[config.mk]
export PLATFORM = sky130hd
export DESIGN_NAME = burrito_sequencer
export DESIGN_NICKNAME = d
export VERILOG_FILES = /design/src/rtl/burrito_pkg.sv /design/src/rtl/burrito_pc.sv /design/src/rtl/burrito_sequencer.sv
export SDC_FILE = /design/constraint.sdc
export NUM_CORES = 1
export LEC_CHECK = 0
export CAP_MARGIN = 30
export CORE_MARGIN = 2
export CORE_UTILIZATION = 40
export CTS_BUF_LIST = sky130_fd_sc_hd__clkbuf_16
export DETAILED_ROUTE_END_ITERATION = 8
export GPL_ROUTABILITY_DRIVEN = 0
export GPL_TIMING_DRIVEN = 0
export HOLD_SLACK_MARGIN = 0.15
export PLACE_DENSITY = 0.66
export SETUP_SLACK_MARGIN = 0.3
export SLEW_MARGIN = 20
export SYNTH_ARGS = -nofsm -noshare
export SYNTH_HDL_FRONTEND = slang
export SYNTH_SLANG_ARGS = --single-unit
[constraint.sdc]
create_clock -name Clk -period 2.1 [get_ports Clk]
set_input_delay 0.42 -clock Clk [delete_from_list [all_inputs] [get_ports Clk]]
set_output_delay 0.42 -clock Clk [all_outputs]
set_load 0.05 [all_outputs]
[src/rtl/burrito_pkg.sv]
// Shared definitions for the Burrito instruction sequencer: state encoding,
// instruction field positions and the HALT opcode encoding.
package burrito_pkg;

  localparam int unsigned INSTR_W = 20;
  localparam int unsigned WE_BIT  = 19;
  localparam int unsigned SEL_HI  = 18;
  localparam int unsigned SEL_LO  = 15;
  localparam int unsigned RR1_HI  = 14;
  localparam int unsigned RR1_LO  = 10;
  localparam int unsigned RR2_HI  = 9;
  localparam int unsigned RR2_LO  = 5;
  localparam int unsigned AW_HI   = 4;
  localparam int unsigned AW_LO   = 0;

  localparam logic [3:0] HALT_SEL = 4'hF;

  typedef enum logic [2:0] {
    ST_IDLE   = 3'd0,
    ST_FETCH  = 3'd1,
    ST_DECODE = 3'd2,
    ST_EXEC   = 3'd3,
    ST_WB     = 3'd4,
    ST_DONE   = 3'd5
  } state_e;

  // A HALT is a non-writing instruction whose ALU select is HALT_SEL.
  function automatic logic is_halt(input logic [INSTR_W-1:0] ir);
    return !ir[WE_BIT] && (ir[SEL_HI:SEL_LO] == HALT_SEL);
  endfunction

endpackage

[src/rtl/burrito_pc.sv]
// Program counter for the Burrito sequencer: clear, hold, increment, and a
// compare against the last valid instruction index.
module burrito_pc #(
  parameter int unsigned PC_W = 8
) (
  input  logic            clk,
  input  logic            rst_n,
  input  logic            clr,
  input  logic            inc,
  input  logic [PC_W-1:0] last_idx,
  output logic [PC_W-1:0] pc_q,
  output logic            is_last_c
);

  logic [PC_W-1:0] pc_d;

  always_comb begin
    pc_d = pc_q;
    if (clr) begin
      pc_d = '0;
    end else if (inc) begin
      pc_d = pc_q + PC_W'(1);
    end
  end

  always_ff @(posedge clk or negedge rst_n) begin
    if (!rst_n) begin
      pc_q <= '0;
    end else begin
      pc_q <= pc_d;
    end
  end

  assign is_last_c = (pc_q == last_idx);

endmodule

[src/rtl/burrito_sequencer.sv]
// FETCH/DECODE/EXEC/WB instruction sequencer between the program ROM and the
// Burrito datapath. Optional HALT opcode: define BURRITO_SEQ_HALT_OPCODE_EN.
module burrito_sequencer
  import burrito_pkg::*;
#(
  parameter int unsigned PC_W    = 8,
  parameter int unsigned INSTR_W = burrito_pkg::INSTR_W
) (
  input  logic               Clk,
  input  logic               Rst_n,
  input  logic               Start,
  input  logic               Pause,
  input  logic [PC_W-1:0]    ProgLen,
  output logic [PC_W-1:0]    IMemAddr,
  input  logic [INSTR_W-1:0] IMemRdData,
  output logic [INSTR_W-1:0] Instr,
  output logic               Busy,
  output logic               Done,
  output logic [PC_W-1:0]    InstrCount
);

  state_e             state_q, state_d;
  logic [INSTR_W-1:0] ir_q, ir_d;
  logic [PC_W-1:0]    last_q, last_d;
  logic [PC_W-1:0]    cnt_q, cnt_d;
  logic [PC_W-1:0]    addr_q, addr_d;
  logic               busy_q, busy_d;
  logic               done_q, done_d;
  logic               pc_clr, pc_inc;
  logic [PC_W-1:0]    pc;
  logic               pc_is_last_c;
  logic [INSTR_W-1:0] instr_c;

  burrito_pc #(.PC_W(PC_W)) u_pc (
    .clk       (Clk),
    .rst_n     (Rst_n),
    .clr       (pc_clr),
    .inc       (pc_inc),
    .last_idx  (last_q),
    .pc_q      (pc),
    .is_last_c (pc_is_last_c)
  );

  // Next-state and registered-output decode; Pause freezes every busy state.
  always_comb begin
    state_d = state_q;
    ir_d    = ir_q;
    last_d  = last_q;
    cnt_d   = cnt_q;
    addr_d  = addr_q;
    pc_clr  = 1'b0;
    pc_inc  = 1'b0;

    if (!(Pause && (state_q != ST_IDLE))) begin
      unique case (state_q)
        ST_IDLE: begin
          if (Start) begin
            cnt_d = '0;
            if (ProgLen != '0) begin
              state_d = ST_FETCH;
              pc_clr  = 1'b1;
              addr_d  = '0;
              last_d  = ProgLen - PC_W'(1);
            end else begin
              state_d = ST_DONE;
            end
          end
        end
        ST_FETCH:  state_d = ST_DECODE;
        ST_DECODE: begin
          ir_d    = IMemRdData;
          state_d = ST_EXEC;
        end
        ST_EXEC: begin
`ifdef BURRITO_SEQ_HALT_OPCODE_EN
          state_d = is_halt(ir_q) ? ST_DONE : ST_WB;
`else
          state_d = ST_WB;
`endif
        end
        ST_WB: begin
          cnt_d = cnt_q + PC_W'(1);
          if (pc_is_last_c) begin
            state_d = ST_DONE;
          end else begin
            pc_inc  = 1'b1;
            addr_d  = pc + PC_W'(1);
            state_d = ST_FETCH;
          end
        end
        ST_DONE:   state_d = ST_IDLE;
        default:   state_d = ST_IDLE;
      endcase
    end

    busy_d = (state_d != ST_IDLE);
    done_d = (state_d == ST_DONE);
  end

  always_ff @(posedge Clk or negedge Rst_n) begin
    if (!Rst_n) begin
      state_q <= ST_IDLE;
      ir_q    <= '0;
      last_q  <= '0;
      cnt_q   <= '0;
      addr_q  <= '0;
      busy_q  <= 1'b0;
      done_q  <= 1'b0;
    end else begin
      state_q <= state_d;
      ir_q    <= ir_d;
      last_q  <= last_d;
      cnt_q   <= cnt_d;
      addr_q  <= addr_d;
      busy_q  <= busy_d;
      done_q  <= done_d;
    end
  end

  // Write enable only reaches the datapath in an unpaused WB cycle.
  always_comb begin
    instr_c = '0;
    unique case (state_q)
      ST_EXEC: instr_c = {1'b0, ir_q[SEL_HI:AW_LO]};
      ST_WB:   instr_c = {ir_q[WE_BIT] & ~Pause, ir_q[SEL_HI:AW_LO]};
      default: instr_c = '0;
    endcase
  end

  assign Instr      = instr_c;
  assign IMemAddr   = addr_q;
  assign Busy       = busy_q;
  assign Done       = done_q;
  assign InstrCount = cnt_q;

endmodule

==> tab_implementation.tex <==
\begin{tabular}{lr}
\hline
Metric & Value \\
\hline
\multicolumn{2}{l}{\textbf{Clocking}} \\
\quad Clock Sinks & 57 \\
\quad CTS Root Buffer Type & sky130\_fd\_sc\_hd\_\_clkbuf\_16 \\
\quad Clock buffer depth & 2 \\
\quad Number of buffers inserted during clock tree synthesis & 9 \\
\quad Worst-skew pair later-pin latency & 0.32 ns \\
\quad Clock Pin Slew Worst Setup and Hold Paths & about 0.050 ns \\
\quad Clock H-tree levels & 3 \\
\quad CTS tree & yes \\
\multicolumn{2}{l}{\textbf{Min path}} \\
\quad Hold/Removal Path Class & reg -> reg \\
\multicolumn{2}{l}{\textbf{Synth}} \\
\quad Synthesis warning total & 0 \\
\quad Synthesized net count & $\sim$300 \\
\quad Number of distinct library cells after synthesis & 40 \\
\quad Most used DFF post-synth & sky130\_fd\_sc\_hd\_\_dfrtp\_1 \\
\quad Avg Inst Size Synth & 10.8 um\^{}2 \\
\quad Fraction of post-synthesis cell area in the top cell type by area & 0.498 \\
\quad Top post-synthesis cells by area & sky130\_fd\_sc\_hd\_\_dfrtp\_1 (50\%), sky130\_fd\_sc\_hd\_\_mux2\_2 (8.7\%), sky130\_fd\_sc\_hd\_\_xor2\_1 (6.4\%) \\
\quad Async S/R FF share, synth & 1.00 \\
\quad Total of flip-flops plus latches after synthesis & between 50 and 60 \\
\quad Mapped cell area & 2860 um\^{}2 \\
\quad EDFF count, synth & 0 \\
\quad Number of instances in the synthesized netlist & 265 \\
\quad Dominant cell by count in the synthesized netlist & sky130\_fd\_sc\_hd\_\_dfrtp\_1 \\
\quad Most instantiated cells after synthesis & sky130\_fd\_sc\_hd\_\_dfrtp\_1 (57), sky130\_fd\_sc\_hd\_\_nor2\_1 (29), sky130\_fd\_sc\_hd\_\_nand2\_1 (24), sky130\_fd\_sc\_hd\_\_and2\_1 (22), sky130\_fd\_sc\_hd\_\_mux2\_2 (22) \\
\quad Sequential share of the synthesized area & 0.498 \\
\quad Most area-hungry cell type in the Yosys netlist & sky130\_fd\_sc\_hd\_\_dfrtp\_1 \\
\multicolumn{2}{l}{\textbf{Critical path}} \\
\quad Critical path endpoint category & output pin \\
\quad Nature of the critical path startpoint & register \\
\quad Biggest fanout along the worst timing path & 5 \\
\quad Required time worst endpoint & between 1.5 and 2 ns \\
\quad Type of the setup path with the least slack & reg -> out \\
\quad Endpoint arrival time on the critical path & roughly 1.7 ns \\
\multicolumn{2}{l}{\textbf{Timing}} \\
\quad Post-Route Hold Slack & $\sim$0.47 ns \\
\quad Worst slew margin relative to its limit & 0.660 \\
\quad Final max-slew violation count & 0 \\
\quad Final setup fails & 5 \\
\quad Top achievable clock speed & 0.474 GHz \\
\quad Min setup slack post-route & -0.00860 ns \\
\quad Clk\_skew & 0.00693 ns \\
\quad Post-route fraction of the period consumed by the critical path & 1.00 \\
\quad Clock period minus worst slack & roughly 2.1 ns \\
\quad Slew of the pin with the lowest slew margin & between 0.5 and 0.6 ns \\
\quad RSZ-0062 raised after global routing & yes \\
\quad Number of failing hold endpoints at the final stage & 0 \\
\multicolumn{2}{l}{\textbf{Detailed routing}} \\
\quad Antenna violation net count after detailed routing & 0 \\
\quad Remaining DRCs & 0 \\
\quad Total iterations of the first detailed-routing run & 4 \\
\quad Number of vias in the routed layout & approximately 2400 \\
\quad Total detailed-routing wirelength & 7800 um \\
\quad Number of violations reported at the end of detailed-routing iteration 0 & 86 \\
\quad Via count normalized by instance count & 5.01 \\
\quad Per-cell routed wire length & approximately 16 um \\
\multicolumn{2}{l}{\textbf{Layout}} \\
\quad Final-layout fill cell count & 510 \\
\quad \# nets final & 420 \\
\quad Post-Layout Cell Count & a little under 500 \\
\quad Layout cell share with drive strength beyond 1 & 0.394 \\
\quad Final core utilization & 0.669 \\
\quad Antenna Cells & 0 \\
\quad Relative area change from synthesis to final layout & 60.6\% \\
\multicolumn{2}{l}{\textbf{Status}} \\
\quad Violated checks & negative setup slack \\
\quad Result of the run & finished, violations left \\
\multicolumn{2}{l}{\textbf{Power and ir drop}} \\
\quad Cell area power density & $\sim$1400 nW/um\^{}2 \\
\quad Total chip power & 0.00666 W \\
\quad Max IR drop VDD & 0.837 mV \\
\quad Leakage power total & 2.21 nW \\
\multicolumn{2}{l}{\textbf{Global route}} \\
\quad First-pass GRT wire length & around 12000 um \\
\quad Number of antenna violations at the first check in global routing & 0 \\
\quad Via count of the first global-routing pass & approximately 2400 \\
\quad Overflow left after global routing & 0 \\
\quad Largest net degree at the start of global routing & 58 \\
\quad Combined global-route utilization of all metal layers & 0.194 \\
\multicolumn{2}{l}{\textbf{Floorplanning}} \\
\quad I/O Pins & 70 \\
\quad Number of standard-cell rows in the floorplan & 30 \\
\quad Die outline area & between 7000 and 8000 um\^{}2 \\
\quad Effective utilization at floorplan & 0.417 \\
\quad Die extent in y & $\sim$89 um \\
\quad Core box area & between 6000 and 7000 um\^{}2 \\
\quad Horizontal die dimension & about 89 um \\
\multicolumn{2}{l}{\textbf{Placed design}} \\
\quad Total of buffers placed on input and output ports & 69 \\
\quad Post-Place Cells & between 400 and 500 \\
\quad Detailed Place HPWL & roughly 4500 um \\
\multicolumn{2}{l}{\textbf{Job}} \\
\quad Max Cap Viol & 0 \\
\hline
\end{tabular}
cell type report:
class                           instances  area, um^2  share of cell area
Buffer                                 11         120              0.0261
Clock buffer                            9         225              0.0490
Clock inverter                          6        26.3             0.00571
Inverter                                4        15.0             0.00327
Multi-Input combinational cell        194        1550               0.337
Sequential cell                        57        1430               0.310
Tap cell                               96         120              0.0261
Timing Repair Buffer                  107        1110               0.242
where the power goes:
| group | switching [W] | internal (W) |
|---|---|---|
| logic | 0.00195 | 0.00177 |
| clock network | 0.000459 | 0.000768 |
| registers | 0.000240 | 0.00148 |
routing by layer:
layer	GRT usage	vias to the layer above	wire, um	share of wire
li1	-	1141	-	-
met1	0.236	1208	3170	0.41
met2	0.339	68	4230	0.54
met3	0.0513	8	319	0.041
met4	0.0592	0	81	0.010
met5	0	-	0	0
registers in the layout, indices dropped and copies added, names as in the netlist:
| register | count |
|---|---|
| ir_q | 20 |
| IMemAddr | 8 |
| InstrCount | 8 |
| last_q | 8 |
| u_pc.pc_q | 8 |
| state_q | 3 |
| Busy | 1 |
| Done | 1 |
cells in the final DEF (no fill, tap or decap), drive strengths merged, types with 6 or more instances in the layout:
cell type / netlist / final
nor2: 30 / 30
clkinv: 0 / 6
dlygate4sd2: 0 / 21
clkbuf: 2 / 12
a21o: 11 / 11
dfrtp: 57 / 57
and2: 22 / 22
nand3: 6 / 6
nand2: 25 / 26
clkdlybuf4s50: 0 / 27
mux2: 22 / 22
xor2: 21 / 21
o21ai: 11 / 11
buf: 9 / 66
worst paths after layout:
check / end / from / slack, ns / cells after the start
worst min register to register: IMemAddr[0] / IMemAddr[0] / 0.47 / 1
worst max-delay path: Instr[18] / state_q[2] / -0.009 / 6
worst min-delay path: IMemAddr[0] / IMemAddr[0] / 0.47 / 1
min in group asynchronous: ir_q[4] / Rst_n / 0.64 / 3
worst max register to register: u_pc.pc_q[5] / state_q[0] / 0.08 / 9
max in group asynchronous: u_pc.pc_q[0] / Rst_n / 1.18 / 3
kinds of logic after synthesis:
| group | Yosys count | share of synthesized area |
|---|---|---|
| compound gates | 40 | 0.106 |
| xor+xnor | 26 | 0.0795 |
| fa+ha+maj | 4 | 0.0175 |
| buf+inv | 15 | 0.0280 |
| flops | 57 | 0.498 |
| mux | 22 | 0.0865 |
| simple gates | 101 | 0.185 |
through the flow:
step	instance area, um^2	worst slack, ns	setup TNS [ns]
global route	4600	-0.0550	-0.687
global placement	3710	-1.21	-82.85
floorplan	2900	0.325	0
CTS	4410	-0.0133	-0.0716
finish	4600	-0.00860	-0.0252
detailed placement	3740	-0.847	-14.04
critical path, cell delays in order (launching register included):
cell and delay [ns]:
sky130_fd_sc_hd__dfrtp_1 0.37, sky130_fd_sc_hd__buf_6 0.12, sky130_fd_sc_hd__nand3b_1 0.25, sky130_fd_sc_hd__buf_4 0.20, sky130_fd_sc_hd__nand2_2 0.12, sky130_fd_sc_hd__and2_4 0.17
sky130_fd_sc_hd__buf_8 0.14
what timing repair did:
item	4_1_cts	5_1_grt
hold buffers	1	0
endpoints found under the hold margin	57	0
pin swaps	36	14
buffers inserted	22	11
resized for setup	217	29
endpoints found under the setup margin	65	68
cloned	3	1
(Power assumes the default switching activity.)
